### config.mk
export PLATFORM = sky130hd
export DESIGN_NAME = tdm_demux_flat
export DESIGN_NICKNAME = d
export VERILOG_FILES = /design/src/rtl/tdm_demux_pkg.sv /design/src/rtl/tdm_demux_if.sv /design/src/rtl/tdm_demux_ctrl.sv /design/src/rtl/tdm_demux.sv /design/src/flat_wrapper.sv
export SDC_FILE = /design/constraint.sdc
export NUM_CORES = 1
export LEC_CHECK = 0
export ABC_AREA = 1
export BUFFER_PORTS_ARGS = -buffer_cell sky130_fd_sc_hd__buf_2
export CORE_ASPECT_RATIO = 0.5
export CORE_MARGIN = 2
export CORE_UTILIZATION = 58
export DETAILED_ROUTE_END_ITERATION = 12
export PLACE_DENSITY = 0.84
export SETUP_SLACK_MARGIN = 0.05
export SLEW_MARGIN = 20
export SYNTH_ARGS = -nofsm -noshare
export SYNTH_HDL_FRONTEND = slang
export SYNTH_SLANG_ARGS = --single-unit
### constraint.sdc
create_clock -name clk -period 4.8 [get_ports clk]
set_input_delay 0.72 -clock clk [delete_from_list [all_inputs] [get_ports clk]]
set_output_delay 0.72 -clock clk [all_outputs]
set_load 0.01 [all_outputs]
### src/rtl/tdm_demux_pkg.sv
// -----------------------------------------------------------------------------
// tdm_pkg : shared definitions for the TDM demultiplexer.
//   - tdm_state_e : framing FSM state (HUNT / LOCKED)
//   - N_CH_DEF    : default number of time-division channels
//   - W_DEF       : default sample width in bits
// -----------------------------------------------------------------------------
package tdm_pkg;

    localparam int N_CH_DEF = 4;
    localparam int W_DEF    = 8;

    typedef enum logic {
        HUNT   = 1'b0,
        LOCKED = 1'b1
    } tdm_state_e;

endpackage

### src/rtl/tdm_demux_if.sv
// -----------------------------------------------------------------------------
// tdm_demux_if : bundle between a TDM sample source and the demultiplexer.
//
// Handshake: a beat is transferred on a rising clock edge where din_valid=1.
// There is no back-pressure; the demux accepts every valid beat. fsync and din
// are meaningful only while din_valid=1. frame_valid and sync_err are
// single-cycle pulses; ch_data holds between frames.
//
//   din         source -> demux  serial sample
//   din_valid   source -> demux  din carries a sample
//   fsync       source -> demux  marks the channel-0 sample of a frame
//   ch_data     demux  -> sink   demultiplexed frame, channel k at [k*W +: W]
//   frame_valid demux  -> sink   ch_data just updated with a complete frame
//   ch_sel      demux  -> sink   channel the next accepted sample will fill
//   locked      demux  -> sink   framing FSM is LOCKED
//   sync_err    demux  -> sink   framing violation pulse
//   state       demux  -> sink   framing FSM state (debug visibility)
// -----------------------------------------------------------------------------
interface tdm_demux_if
    import tdm_pkg::*;
#(
    parameter int N_CH = N_CH_DEF,
    parameter int W    = W_DEF
) ();

    localparam int SEL_W = $clog2(N_CH);

    logic [W-1:0]      din;
    logic              din_valid;
    logic              fsync;
    logic [N_CH*W-1:0] ch_data;
    logic              frame_valid;
    logic [SEL_W-1:0]  ch_sel;
    logic              locked;
    logic              sync_err;
    tdm_state_e        state;

    modport master (
        output din, din_valid, fsync,
        input  ch_data, frame_valid, ch_sel, locked, sync_err, state
    );

    modport slave (
        input  din, din_valid, fsync,
        output ch_data, frame_valid, ch_sel, locked, sync_err, state
    );

endinterface

### src/rtl/tdm_demux_ctrl.sv
// -----------------------------------------------------------------------------
// tdm_demux_ctrl : framing FSM and sample-slot counter.
//   clk, rst         clock, asynchronous active-high reset
//   din_valid_i      beat present this cycle
//   fsync_i          frame-start marker on this beat
//   store_o          write din into shadow slot slot_o this edge (comb)
//   slot_o           shadow slot for the current beat (comb)
//   commit_o         this beat completes a frame; copy shadow+din out (comb)
//   state_o          FSM state register
//   ch_sel_o         slot the next accepted beat will fill (registered)
//   locked_o         registered LOCKED flag
//   frame_valid_o    registered frame-complete pulse
//   sync_err_o       registered framing-violation pulse
// -----------------------------------------------------------------------------
module tdm_demux_ctrl
    import tdm_pkg::*;
#(
    parameter int N_CH  = N_CH_DEF,
    parameter int SEL_W = $clog2(N_CH)
) (
    input  logic             clk,
    input  logic             rst,
    input  logic             din_valid_i,
    input  logic             fsync_i,
    output logic             store_o,
    output logic [SEL_W-1:0] slot_o,
    output logic             commit_o,
    output tdm_state_e       state_o,
    output logic [SEL_W-1:0] ch_sel_o,
    output logic             locked_o,
    output logic             frame_valid_o,
    output logic             sync_err_o
);

    localparam logic [SEL_W-1:0] LAST = SEL_W'(N_CH - 1);

    tdm_state_e       state_q, state_d;
    logic [SEL_W-1:0] ch_sel_q, ch_sel_d;
    logic             locked_q, frame_valid_q, sync_err_q;
    logic             err;

    // State register (plus counter and registered output pulses)
    always_ff @(posedge clk or posedge rst) begin
        if (rst) begin
            state_q       <= HUNT;
            ch_sel_q      <= '0;
            locked_q      <= 1'b0;
            frame_valid_q <= 1'b0;
            sync_err_q    <= 1'b0;
        end else begin
            state_q       <= state_d;
            ch_sel_q      <= ch_sel_d;
            locked_q      <= (state_d == LOCKED);
            frame_valid_q <= commit_o;
            sync_err_q    <= err;
        end
    end

    // Next-state logic
    always_comb begin
        state_d  = state_q;
        ch_sel_d = ch_sel_q;
        if (din_valid_i) begin
            if (fsync_i) begin
                // Any fsync beat restarts a frame in slot 0, from either state.
                state_d  = LOCKED;
                ch_sel_d = SEL_W'(1);
            end else if (state_q == LOCKED) begin
                if (ch_sel_q == '0) begin
                    state_d  = HUNT;
                    ch_sel_d = '0;
                end else if (ch_sel_q == LAST) begin
                    ch_sel_d = '0;
                end else begin
                    ch_sel_d = ch_sel_q + SEL_W'(1);
                end
            end
        end
    end

    // Output (control strobe) logic
    always_comb begin
        store_o  = 1'b0;
        slot_o   = '0;
        commit_o = 1'b0;
        err      = 1'b0;
        if (din_valid_i) begin
            if (fsync_i) begin
                store_o = 1'b1;
                // fsync mid-frame (including on the last slot) abandons it.
                err     = (state_q == LOCKED) && (ch_sel_q != '0);
            end else if (state_q == LOCKED) begin
                if (ch_sel_q == '0) begin
                    err = 1'b1;
                end else begin
                    store_o  = 1'b1;
                    slot_o   = ch_sel_q;
                    commit_o = (ch_sel_q == LAST);
                end
            end
        end
    end

    assign state_o       = state_q;
    assign ch_sel_o      = ch_sel_q;
    assign locked_o      = locked_q;
    assign frame_valid_o = frame_valid_q;
    assign sync_err_o    = sync_err_q;

endmodule

### src/rtl/tdm_demux.sv
// -----------------------------------------------------------------------------
// tdm_demux : time-division demultiplexer.
// Collects N_CH consecutive valid samples, starting at an fsync-marked beat,
// into a shadow buffer and publishes the complete frame on ch_data with a
// one-cycle frame_valid pulse. Partial frames are never published.
//   clk, rst  clock, asynchronous active-high reset
//   bus       tdm_demux_if slave: din/din_valid/fsync in,
//             ch_data/frame_valid/ch_sel/locked/sync_err/state out
// -----------------------------------------------------------------------------
module tdm_demux
    import tdm_pkg::*;
#(
    parameter int N_CH = N_CH_DEF,
    parameter int W    = W_DEF
) (
    input  logic        clk,
    input  logic        rst,
    tdm_demux_if.slave  bus
);

    localparam int SEL_W = $clog2(N_CH);

    logic             store;
    logic [SEL_W-1:0] slot;
    logic             commit;

    logic [W-1:0]      shadow_q [N_CH];
    logic [N_CH*W-1:0] ch_data_q, frame_d;

    tdm_demux_ctrl #(
        .N_CH  (N_CH),
        .SEL_W (SEL_W)
    ) u_ctrl (
        .clk           (clk),
        .rst           (rst),
        .din_valid_i   (bus.din_valid),
        .fsync_i       (bus.fsync),
        .store_o       (store),
        .slot_o        (slot),
        .commit_o      (commit),
        .state_o       (bus.state),
        .ch_sel_o      (bus.ch_sel),
        .locked_o      (bus.locked),
        .frame_valid_o (bus.frame_valid),
        .sync_err_o    (bus.sync_err)
    );

    // The completing beat is taken straight from din so the frame goes out
    // on the same edge that accepts it.
    always_comb begin
        frame_d = '0;
        for (int k = 0; k < N_CH - 1; k++) begin
            frame_d[k*W +: W] = shadow_q[k];
        end
        frame_d[(N_CH-1)*W +: W] = bus.din;
    end

    always_ff @(posedge clk or posedge rst) begin
        if (rst) begin
            for (int k = 0; k < N_CH; k++) begin
                shadow_q[k] <= '0;
            end
            ch_data_q <= '0;
        end else begin
            if (store) begin
                shadow_q[slot] <= bus.din;
            end
            if (commit) begin
                ch_data_q <= frame_d;
            end
        end
    end

    assign bus.ch_data = ch_data_q;

endmodule
### src/flat_wrapper.sv
// flat-port wrapper written by rule: the top's interface ports become plain ports
module tdm_demux_flat import tdm_pkg::*;
#(
    parameter int N_CH = N_CH_DEF,
    parameter int W    = W_DEF
)
  (clk, rst, bus_din, bus_din_valid, bus_fsync, bus_ch_data, bus_frame_valid, bus_ch_sel, bus_locked, bus_sync_err, bus_state);
  tdm_demux_if #(.N_CH(N_CH), .W(W)) bus_i ();
  input  logic clk;
  input  logic rst;
  input wire logic [$bits(bus_i.din)-1:0] bus_din;
  input wire logic [$bits(bus_i.din_valid)-1:0] bus_din_valid;
  input wire logic [$bits(bus_i.fsync)-1:0] bus_fsync;
  output wire logic [$bits(bus_i.ch_data)-1:0] bus_ch_data;
  output wire logic [$bits(bus_i.frame_valid)-1:0] bus_frame_valid;
  output wire logic [$bits(bus_i.ch_sel)-1:0] bus_ch_sel;
  output wire logic [$bits(bus_i.locked)-1:0] bus_locked;
  output wire logic [$bits(bus_i.sync_err)-1:0] bus_sync_err;
  output wire logic [$bits(bus_i.state)-1:0] bus_state;
  assign bus_i.din = bus_din;
  assign bus_i.din_valid = bus_din_valid;
  assign bus_i.fsync = bus_fsync;
  assign bus_ch_data = bus_i.ch_data;
  assign bus_frame_valid = bus_i.frame_valid;
  assign bus_ch_sel = bus_i.ch_sel;
  assign bus_locked = bus_i.locked;
  assign bus_sync_err = bus_i.sync_err;
  assign bus_state = bus_i.state;
  tdm_demux #(.N_CH(N_CH), .W(W)) u_core (.clk(clk), .rst(rst), .bus(bus_i));
endmodule
==> results.md, run 1 <==
- Fin crit period: 2030 ps
- Starting Density: 61.8%
- Worst setup margin: 2770 ps
- Row Count: 16
- Most common cell in the netlist: nand2_1
- TNS Setup: 0 ps
- Setup violations, final: 0
- Crit share post-route: 42.3%
- CP required: 5080 ps
- Mean routed wirelength per cell: 14.7 µm
- Worst Skew: 10.8 ps
- # IOs: 50
- Number of flops mapped to enable cells by yosys: 0
- Post-synthesis register bit count: 61
- Top_reg_cell synth: dfrtp_1
- Reg clk slew, reported paths: 80 ps
- Post-CTS sizing: 0
- Max Cap Viol: 0
- CP startpoint kind: input port
- Fmax: 0.493 GHz
- Wirelength, routed: 5690 µm
- Area Growth Syn to Fin: 17.4%
- Via count: 2087
- Pwr/cell area: 591 nW/µm²
- Dpl ws: 2420 ps
- Hold Fails Final Rpt: 0
- Final net count: 344
- Drt via density: 5.38
- Chip width: 96.4 µm
- Slew @ Worst Pin: 734 ps
- WS Path Type: in2reg
- Post-layout instance area: 2910 µm²
- Status: finished, final reports clean
- Max-slew violation count: 0
- Diodes inserted: 0
- Register area share after synthesis: 61.6%
- Clock sinks: 61
- Pre-Repair DR Iteration Count: 4
- Remaining Overflow, GRT: 0
- CTS Buffer Depth: 2
- Initial detailed-routing violation count: 182
- Post-Syn Nets: 291
- Post-synth top cells: nand2_1 (156), dfrtp_1 (61), nand3_1 (17), inv_1 (5), inv_2 (5)
- CP endpoint kind: flop
- Fraction of layout cells with a size suffix above 1: 24.6%
- Post-Syn Area: 2480 µm²
- Synth warnings: 0
- Initial antenna violation count: 0
- Die Area: 4840 µm²
- Gr usage total: 26.7%
- Synthesized area per cell: 8.97 µm²
- PortBufs: 49
- Core area: 4000 µm²
- Worst Path Max Fanout: 33
- Final hold slack: 470 ps
- Placed instance area: 2740 µm²
- Final GP Congestion: 0.823
- Root buffer cell: clkbuf_8
- Worst rel slew slack: 51.1%
- Top cell type by total area after synthesis: dfrtp_1
- Pin count of the biggest net entering global routing: 62
- Synth area leaders: dfrtp_1 (62%), nand2_1 (24%), nand3_1 (3.4%)
- Leak Pwr: 1.69 nW
- Synth Instances: 276
- Post-CTS Hold Buffers: 0
- Chip height: 50.2 µm
- Unrepaired setup endpoints after global routing: false
- CTS tree: yes
- Number of buffers created by CTS: 9
- Htree depth: 3
- Setup Fix Bufs, Post-CTS: 0
- Arrival @ worst endpoint: 2310 ps
- Post-DP HPWL: 3520 µm
- Clock insertion delay at the later pin of the skew report: 350 ps
- Area share of the largest cell type after synthesis: 61.6%
- Hold Crit Class: reg2reg
- Residual DRC: 0
- Synth async-reset ratio: 100%
- First-pass GRT wire length: 9340 µm
- Post-detailed-route count of antenna-violating nets: 0
- Max VDD drop: 307 µV
- Vias in the first global route: 1971
- R2R Setup Slk: 2850 ps
- Netlist cell types: 20
## worst max-delay path: stages
cell	delay [ps]
buf_2	130
inv_1	60
nand2_1	80
nor2_4	130
nand2_2	370
inv_2	560
nand2_1	110
nand2_1	120
## path summary, 6_finish.rpt
kind | endpoint | from | depth (start not counted)
setup reg to reg | u_core.bus.ch_data[22]$_DFFE_PP0P_ | u_core.u_ctrl.locked_o$_DFFE_PP0P_ | 6
max in group asynchronous | u_core.bus.ch_data[1]$_DFFE_PP0P_ | rst | 3
min in group asynchronous | u_core.bus.ch_data[14]$_DFFE_PP0P_ | rst | 3
hold / removal | u_core.frame_d[11]$_DFFE_PP0P_ | u_core.frame_d[11]$_DFFE_PP0P_ | 2
hold reg to reg | u_core.frame_d[11]$_DFFE_PP0P_ | u_core.frame_d[11]$_DFFE_PP0P_ | 2
setup / recovery | u_core.bus.ch_data[22]$_DFFE_PP0P_ | bus_fsync | 8
## per-layer routing
metal | GRT usage (%) | vias up | routed length, µm
met5 | 0 | - | 0
met4 | 11.5 | 0 | 165
met1 | 33.8 | 1005 | 2300
met2 | 41.4 | 100 | 2680
met3 | 10.2 | 20 | 546
li1 | - | 962 | -
## cell type report
cell class | count | area (µm²)
clock buffers | 10 | 128
clock inverters | 6 | 40.0
fillers | 290 | 1100
inverters | 10 | 37.5
multi-input cells | 197 | 856
flip-flops and latches | 61 | 1530
well taps | 54 | 67.6
repair buffers | 50 | 253
## power by group
part,internal [mW],switching (mW),total (mW)
Clock,0.185,0.205,0.390
Sequential,0.724,0.124,0.848
Combinational,0.192,0.289,0.481
Total,1.10,0.617,1.72
## sequential cells by signal, indices dropped and copies added, names as in the netlist
name / flops
u_core.u_ctrl.locked_o: 1
u_core.frame_d: 24
u_core.bus.ch_data: 32
u_core.u_ctrl.frame_valid_o: 1
u_core.u_ctrl.sync_err_o: 1
u_core.u_ctrl.ch_sel_o: 2
## stage by stage
stage	power (mW)	util, %	cells
final	1.72	72.6	388
after global routing	1.83	72.6	388
after CTS	1.73	72.6	388
after detailed placement	1.32	68.4	372
after global placement	1.29	68.4	372
after floorplan	1.11	-	276
## cells by family after synthesis
family | synth area share, %
flip-flops | 61.6
AO/OA/AOI/OAI | 2.02
AND/OR/NAND/NOR | 31.0
buffers and inverters | 3.79
adder cells (fa/ha/maj) | 1.52
## cells in the final DEF, fill, tap and decap left out, drive strengths merged
cell	Yosys	layout
nand2	160	160
dfrtp	61	61
buf	8	50
nand3	18	18
clkbuf	0	10
inv	10	10
nor2	8	8
clkinvlp	0	4
a21oi	3	3
ha	3	3
o21ai	3	3
clkinv	0	2
a22o	1	1
o21bai	1	1
(Power assumes the default switching activity.)
==> run 2, diff against run 1 <==
- ABC_AREA: 1 -> 0
- CORE_UTILIZATION: 58 -> 54
- PLACE_DENSITY: 0.84 -> 0.78
- clock period: 4.8 -> 2.1 ns (I/O delays scaled with it)
==> results.md, run 2 <==
- Status: finished, final reports clean
- Worst rel slew slack: 69.7% (+19 points)
- Pint: 3.23 mW (+190%)
- Global routing met2 resource utilization: 28.1% (-13 points)
- Root buffer cell: clkbuf_8
- Fin crit period: 1870 ps
- Starting Density: 57.1% (-4.8 points)
- Htree depth: 3 (unchanged)
- Max Cap Viol: 0 (unchanged)
- Synthesized area per cell: 17.1 µm² (+91%)
- Worst Path Max Fanout: 8 (-76%)
- Design Power: 4.53 mW (+160%)
- CP required: 2320 ps (-2760 ps)
- Sequential share of power: 43.8% (-5.5 points)
- Pre-Repair DR Iteration Count: 4 (unchanged)
- PortBufs: 49 (unchanged)
- First-pass GRT wire length: 7090 µm (-24%)
- Met3 Track Usage GR: 8.53% (-1.7 points)
- Setup Fix Bufs, Post-CTS: 0 (unchanged)
- Residual DRC: 0 (unchanged)
- Chip width: 101 µm (+4.9%)
- Unrepaired setup endpoints after global routing: false
- Core area: 4470 µm² (+12%)
- Post-detailed-route count of antenna-violating nets: 0 (unchanged)
- Fraction of layout cells with a size suffix above 1: 60.2% (+36 points)
- Number of flops mapped to enable cells by yosys: 0 (unchanged)
- Comb power frac: 30.3% (+2.3 points)
- Register area share after synthesis: 59.9% (-1.8 points)
- CTS tree: yes
- Max reg flops: 32 (unchanged)
- Row Count: 17 (+1)
- Drt via density: 5.18 (-3.8%)
- Setup violations, final: 0 (unchanged)
- Initial antenna violation count: 0 (unchanged)
- Arrival @ worst endpoint: 2080 ps (-230 ps)
- Final net count: 221 (-36%)
- GRT busiest layer: met2
- Die Area: 5320 µm² (+9.9%)
- Netlist cell types: 20 (unchanged)
- Area share of the largest cell type after synthesis: 59.9% (-1.8 points)
- Most frequent cells in the layout: dfrtp_1 (61), buf_2 (49), mux2_4 (29), mux2_2 (27), clkbuf_8 (11)
- CTS Buffer Depth: 2 (unchanged)
- Pwr/cell area: 1500 nW/µm² (+150%)
- Synth async-reset ratio: 100% (unchanged)
- Final hold slack: 258 ps (-212 ps)
- Post-CTS sizing: 0 (unchanged)
- Reg2Reg Depth: 5 (-1)
- Diodes inserted: 0 (unchanged)
- Top_reg_cell synth: dfrtp_1
- Pin count of the biggest net entering global routing: 34 (-45%)
- Via count: 1387 (-34%)
- CP startpoint kind: flop
- Sw Share: 28.7% (-7.2 points)
- Max VDD drop: 735 µV (+140%)
- Area Growth Syn to Fin: 18.7%
- # IOs: 50 (unchanged)
- Top cell type by total area after synthesis: dfrtp_1
- Hold Fails Final Rpt: 0 (unchanged)
- Most common cell in the netlist: dfrtp_1
- Crit share post-route: 88.9%
- WS Path Type: reg2reg
- Wirelength, routed: 4320 µm (-24%)
- Post-synthesis register bit count: 61 (unchanged)
- Gr usage total: 18.7% (-8.0 points)
- Chip height: 52.6 µm (+4.7%)
- Synth area leaders: dfrtp_1 (60%), mux2_4 (17%), mux2_2 (12%)
- Hold path depth: 2 (unchanged)
- Clock share of power: 25.9% (+3.2 points)
- Number of buffers created by CTS: 9 (unchanged)
- TNS Setup: 0 ps (unchanged)
- Remaining Overflow, GRT: 0 (unchanged)
- CP endpoint kind: flop
- Psw: 1.30 mW (+110%)
- Initial detailed-routing violation count: 43 (-76%)
- Vias in the first global route: 1375 (-30%)
- Post-DP HPWL: 2920 µm (-17%)
- Synth Instances: 149 (-46%)
- Fmax: 0.536 GHz
- Post-Syn Area: 2550 µm² (+2.9%)
- Post-CTS Hold Buffers: 1 (+1)
- Commonest non-fill, non-tap cell in the layout: dfrtp_1
- Hold Crit Class: in2reg
- Reg clk slew, reported paths: 70 ps (about the same)
- Synth warnings: 0 (unchanged)
- Final Non-Filler Cells: 268 (-31%)
- Clock insertion delay at the later pin of the skew report: 340 ps (about the same)
- Post-Syn Nets: 164 (-44%)
- Final GP Congestion: 0.769 (-6.6%)
- Met1 usage: 24.3% (-9.5 points)
- Clock sinks: 61 (unchanged)
- Mean routed wirelength per cell: 16.1 µm (+9.9%)
- Slew @ Worst Pin: 454 ps (-280 ps)
- Inst Count DP: 251 (-33%)
- Post-synth top cells: dfrtp_1 (61), mux2_4 (29), mux2_2 (27), inv_1 (4)
- Leak Pwr: 1.61 nW (-4.5%)
- Worst Skew: 6.32 ps (-4.49 ps)
- Util after Layout: 67.7% (-4.9 points)
- Max-slew violation count: 0 (unchanged)
-- run 2: cell types whose count changed in the layout (fill, tap and decap cells not counted), sizes merged, moves of 3 or more --
cell,before,now
a21oi,3,0
clkinvlp,4,0
inv,10,4
mux2,0,56
nand2,160,4
nand3,18,2
nor2,8,3
-- run 2: metal layers --
layer,vias up,wire length (µm)
met5,-,0
met4,0,53
li1,638,-
met3,8,232
met1,701,2110
met2,40,1920
-- run 2: path summary, 6_finish.rpt --
| kind | endpoint | startpoint | slack [ps] |
|---|---|---|---|
| max | u_core.frame_d[1]$_DFFE_PP0P_ | u_core.u_ctrl.ch_sel_o[0]$_DFFE_PP0P_ | 230 |
| min | u_core.frame_d[4]$_DFFE_PP0P_ | bus_din[4] | 260 |
| max reg2reg | u_core.frame_d[1]$_DFFE_PP0P_ | u_core.u_ctrl.ch_sel_o[0]$_DFFE_PP0P_ | 230 |
| min reg2reg | u_core.bus.ch_data[0]$_DFFE_PP0P_ | u_core.frame_d[0]$_DFFE_PP0P_ | 500 |
| max in group asynchronous | u_core.frame_d[7]$_DFFE_PP0P_ | rst | 910 |
| min in group asynchronous | u_core.u_ctrl.frame_valid_o$_DFF_PP0_ | rst | 530 |
-- run 2: stage by stage --
step	instance area (µm²)	setup slack, ps
finish	3030	233
global route	3030	110
CTS	3030	244
detailed placement	2790	243
global placement	2790	367
floorplan	2550	272
-- run 2: logic make-up (layout without fill, tap and decap cells) --
kind of cell / after synthesis / in the layout / synth area share (%)
compound gates: 6 / 6 / 1.77
xor+xnor: 1 / 1 / 0.344
fa+ha+maj: 3 / 3 / 1.47
buf+inv: 10 / 72 / 4.12
flops: 61 / 61 / 59.9
mux: 56 / 56 / 29.0
simple gates: 12 / 12 / 3.39
-- run 2: power by group through the flow --
| stage | Sequential (mW) | Combinational (mW) | Clock [mW] |
|---|---|---|---|
| floorplan | 2.09 | 0.822 | 0 |
| global placement | 1.97 | 1.35 | 0 |
| detailed placement | 2.00 | 1.39 | 0 |
| CTS | 1.99 | 1.40 | 1.20 |
| global route | 2.05 | 1.50 | 1.25 |
| finish | 1.98 | 1.37 | 1.17 |
-- run 2: layout make-up --
type	instances	area, µm²
clock inverters	4	70.1
flip-flops and latches	61	1530
inverters	4	15.0
fillers	320	1440
multi-input cells	78	917
well taps	57	71.3
clock buffers	12	155
repair buffers	52	270
-- run 2: worst max-delay path: stages, from the launching register on --
cell     delay [ps]
dfrtp_1         490
inv_1           100
ha_1            290
nor4b_1         340
o21ai_2         210
mux2_2          320
==> run 3, diff against run 2 <==
--- a/config.mk
+++ b/config.mk
@@ -10,3 +10,3 @@
 export CORE_ASPECT_RATIO = 0.5
-export CORE_MARGIN = 2
+export CORE_MARGIN = 1
 export CORE_UTILIZATION = 54
==> constraint.sdc (replaced) <==
create_clock -name clk -period 2.1 [get_ports clk]
set_input_delay 0 -clock clk [delete_from_list [all_inputs] [get_ports clk]]
set_output_delay 0 -clock clk [all_outputs]
set_load 0.01 [all_outputs]
==> results.md, run 3 (synthesis results as in run 2) <==
- Diodes inserted: 0 (unchanged)
- Gr usage total: 19.3% (+0.57 points)
- Clock insertion delay at the later pin of the skew report: 330 ps (about the same)
- CTS Buffer Depth: 2 (unchanged)
- Row Count: 17 (unchanged)
- Arrival @ worst endpoint: 2120 ps (+40 ps)
- Chip height: 50.6 µm (-3.8%)
- Setup violations, final: 0 (unchanged)
- Core area: 4470 µm² (unchanged)
- Design Power: 4.23 mW (-6.7%)
- Hold Fails Final Rpt: 0 (unchanged)
- Residual DRC: 0 (unchanged)
- Slew @ Worst Pin: 571 ps (+117 ps)
- Fmax: 0.526 GHz (-1.7%)
- Final GP Congestion: 0.685 (-11%)
- R2R Setup Slk: 200 ps (-30 ps)
- Initial antenna violation count: 0 (unchanged)
- Mean routed wirelength per cell: 15.2 µm (-5.9%)
- Fin crit period: 1900 ps (+33.0 ps)
- Drt via density: 5.13 (-0.80%)
- CP startpoint kind: flop
- Worst rel slew slack: 61.9% (-7.8 points)
- Post-detailed-route count of antenna-violating nets: 0 (unchanged)
- Reg clk slew, reported paths: 60 ps (about the same)
- Worst-path cell chain: inv_1 > ha_1 > nor4b_1 > o21ai_2 > mux2_2
- Met1 usage: 24.3% (about the same)
- Buf/Inv on CP: 1 (unchanged)
- Initial detailed-routing violation count: 40 (-7.0%)
- Fillers: 296 (-7.5%)
- Leak Pwr: 1.62 nW (+0.53%)
- Util after Layout: 68.6% (+0.87 points)
- First-pass GRT wire length: 6890 µm (-2.9%)
- Most frequent cells in the layout: dfrtp_1 (61), buf_2 (49), mux2_4 (29), mux2_2 (27), dlygate4sd3_1 (11)
- Vias in the first global route: 1353 (-1.6%)
- Met3 Track Usage GR: 7.52% (-1.0 points)
- Worst Skew: 3.36 ps (-2.96 ps)
- Number of buffers created by CTS: 9 (unchanged)
- Max-slew violation count: 0 (unchanged)
- Max stage delay on crit path: 480 ps (about the same)
- PortBufs: 49 (unchanged)
- GRT busiest layer: met2
- CTS tree: yes
- Pwr/cell area: 1380 nW/µm² (-7.8%)
- Crit share post-route: 90.5% (+1.6 points)
- Root buffer cell: clkbuf_8
- CP top delay family: flip-flops
- Area Growth Syn to Fin: 20.2%
- Max VDD drop: 739 µV (+0.60%)
- Hold Crit Class: in2async
- Max Cap Viol: 0 (unchanged)
- WS Path Type: reg2reg
- Via count: 1417 (+2.2%)
- Max reg flops: 32 (unchanged)
- Fraction of layout cells with a size suffix above 1: 56.2% (-4.0 points)
- Unrepaired setup endpoints after global routing: false
- # IOs: 50 (unchanged)
- Crit-path slowest cell: dfrtp_1
- Pin count of the biggest net entering global routing: 36 (+5.9%)
- Post-DP HPWL: 2710 µm (-7.3%)
- Starting Density: 57.1% (unchanged)
- Status: finished, final reports clean
- Final net count: 230 (+4.1%)
- Htree depth: 3 (unchanged)
- Setup Fix Bufs, Post-CTS: 0 (unchanged)
- CP endpoint kind: flop
- Commonest non-fill, non-tap cell in the layout: dfrtp_1
- Die Area: 5020 µm² (-5.7%)
- Wirelength, routed: 4180 µm (-3.1%)
- Chip width: 99.2 µm (-2.0%)
- Remaining Overflow, GRT: 0 (unchanged)
- TNS Setup: 0 ps (unchanged)
- CP required: 2320 ps (about the same)
- Pre-Repair DR Iteration Count: 4 (unchanged)
- Global routing met2 resource utilization: 29.7% (+1.6 points)
- Clock sinks: 61 (unchanged)
- Worst Path Max Fanout: 8 (unchanged)
-- run 3: cell count changes in the layout (fill, tap and decap cells not counted), sizes merged --
cell         delta
buf             -1
bufinv          -2
clkbuf          +1
dlygate4sd3    +10
-- run 3: path summary, 6_finish.rpt --
kind | end | start | cells after the start
worst max register to register | u_core.frame_d[5]$_DFFE_PP0P_ | u_core.u_ctrl.ch_sel_o[0]$_DFFE_PP0P_ | 5
max in group asynchronous | u_core.bus.ch_data[16]$_DFFE_PP0P_ | rst | 4
worst min-delay path | u_core.bus.ch_data[10]$_DFFE_PP0P_ | rst | 3
worst max-delay path | u_core.frame_d[5]$_DFFE_PP0P_ | u_core.u_ctrl.ch_sel_o[0]$_DFFE_PP0P_ | 5
worst min register to register | u_core.bus.ch_data[22]$_DFFE_PP0P_ | u_core.frame_d[22]$_DFFE_PP0P_ | 1
min in group clk | u_core.frame_d[7]$_DFFE_PP0P_ | bus_din[7] | 3
-- run 3: metrics by stage --
step	worst slack [ps]	hold slack, ps	instances	instance area, µm²
after floorplan	391	146	149	2550
after global placement	359	84.1	250	2800
after detailed placement	239	87.0	250	2800
after CTS	228	272	276	3060
after global routing	103	334	276	3060
final	200	274	276	3060
-- run 3: worst register-to-register path: cells and delay by family, from the launching register on --
kind / cells / cell delay (ps)
compound gates: 1 / 230
fa+ha+maj: 1 / 280
buf+inv: 1 / 120
flops: 1 / 480
mux: 1 / 330
simple gates: 1 / 350
-- run 3: cell type report --
cell class / instances / area (µm²) / area share [%]
Sequential cell: 61 / 1530 / 49.8
Multi-Input combinational cell: 78 / 917 / 29.9
Timing Repair Buffer: 61 / 375 / 12.2
Clock buffer: 13 / 149 / 4.86
Tap cell: 57 / 71.3 / 2.33
Inverter: 4 / 15.0 / 0.490
Clock inverter: 2 / 10.0 / 0.327
-- run 3: what timing repair did --
| action | in CTS | in global routing |
|---|---|---|
| hold buffers | 11 | 0 |
| hold endpoints to repair | 61 | 0 |
| resized for setup | 0 | 0 |
-- run 3: per-layer routing --
layer	up-vias	wire [µm]
met5	-	0
met4	0	50
met3	7	182
met2	34	2060
met1	725	1890
li1	651	-
-- run 3: report_power, final --
part	switching, mW	leakage (nW)	internal (mW)
Sequential	0.297	0.767	1.68
Combinational	0.554	0.769	0.837
Clock	0.412	0.0833	0.451
Total	1.26	1.62	2.97
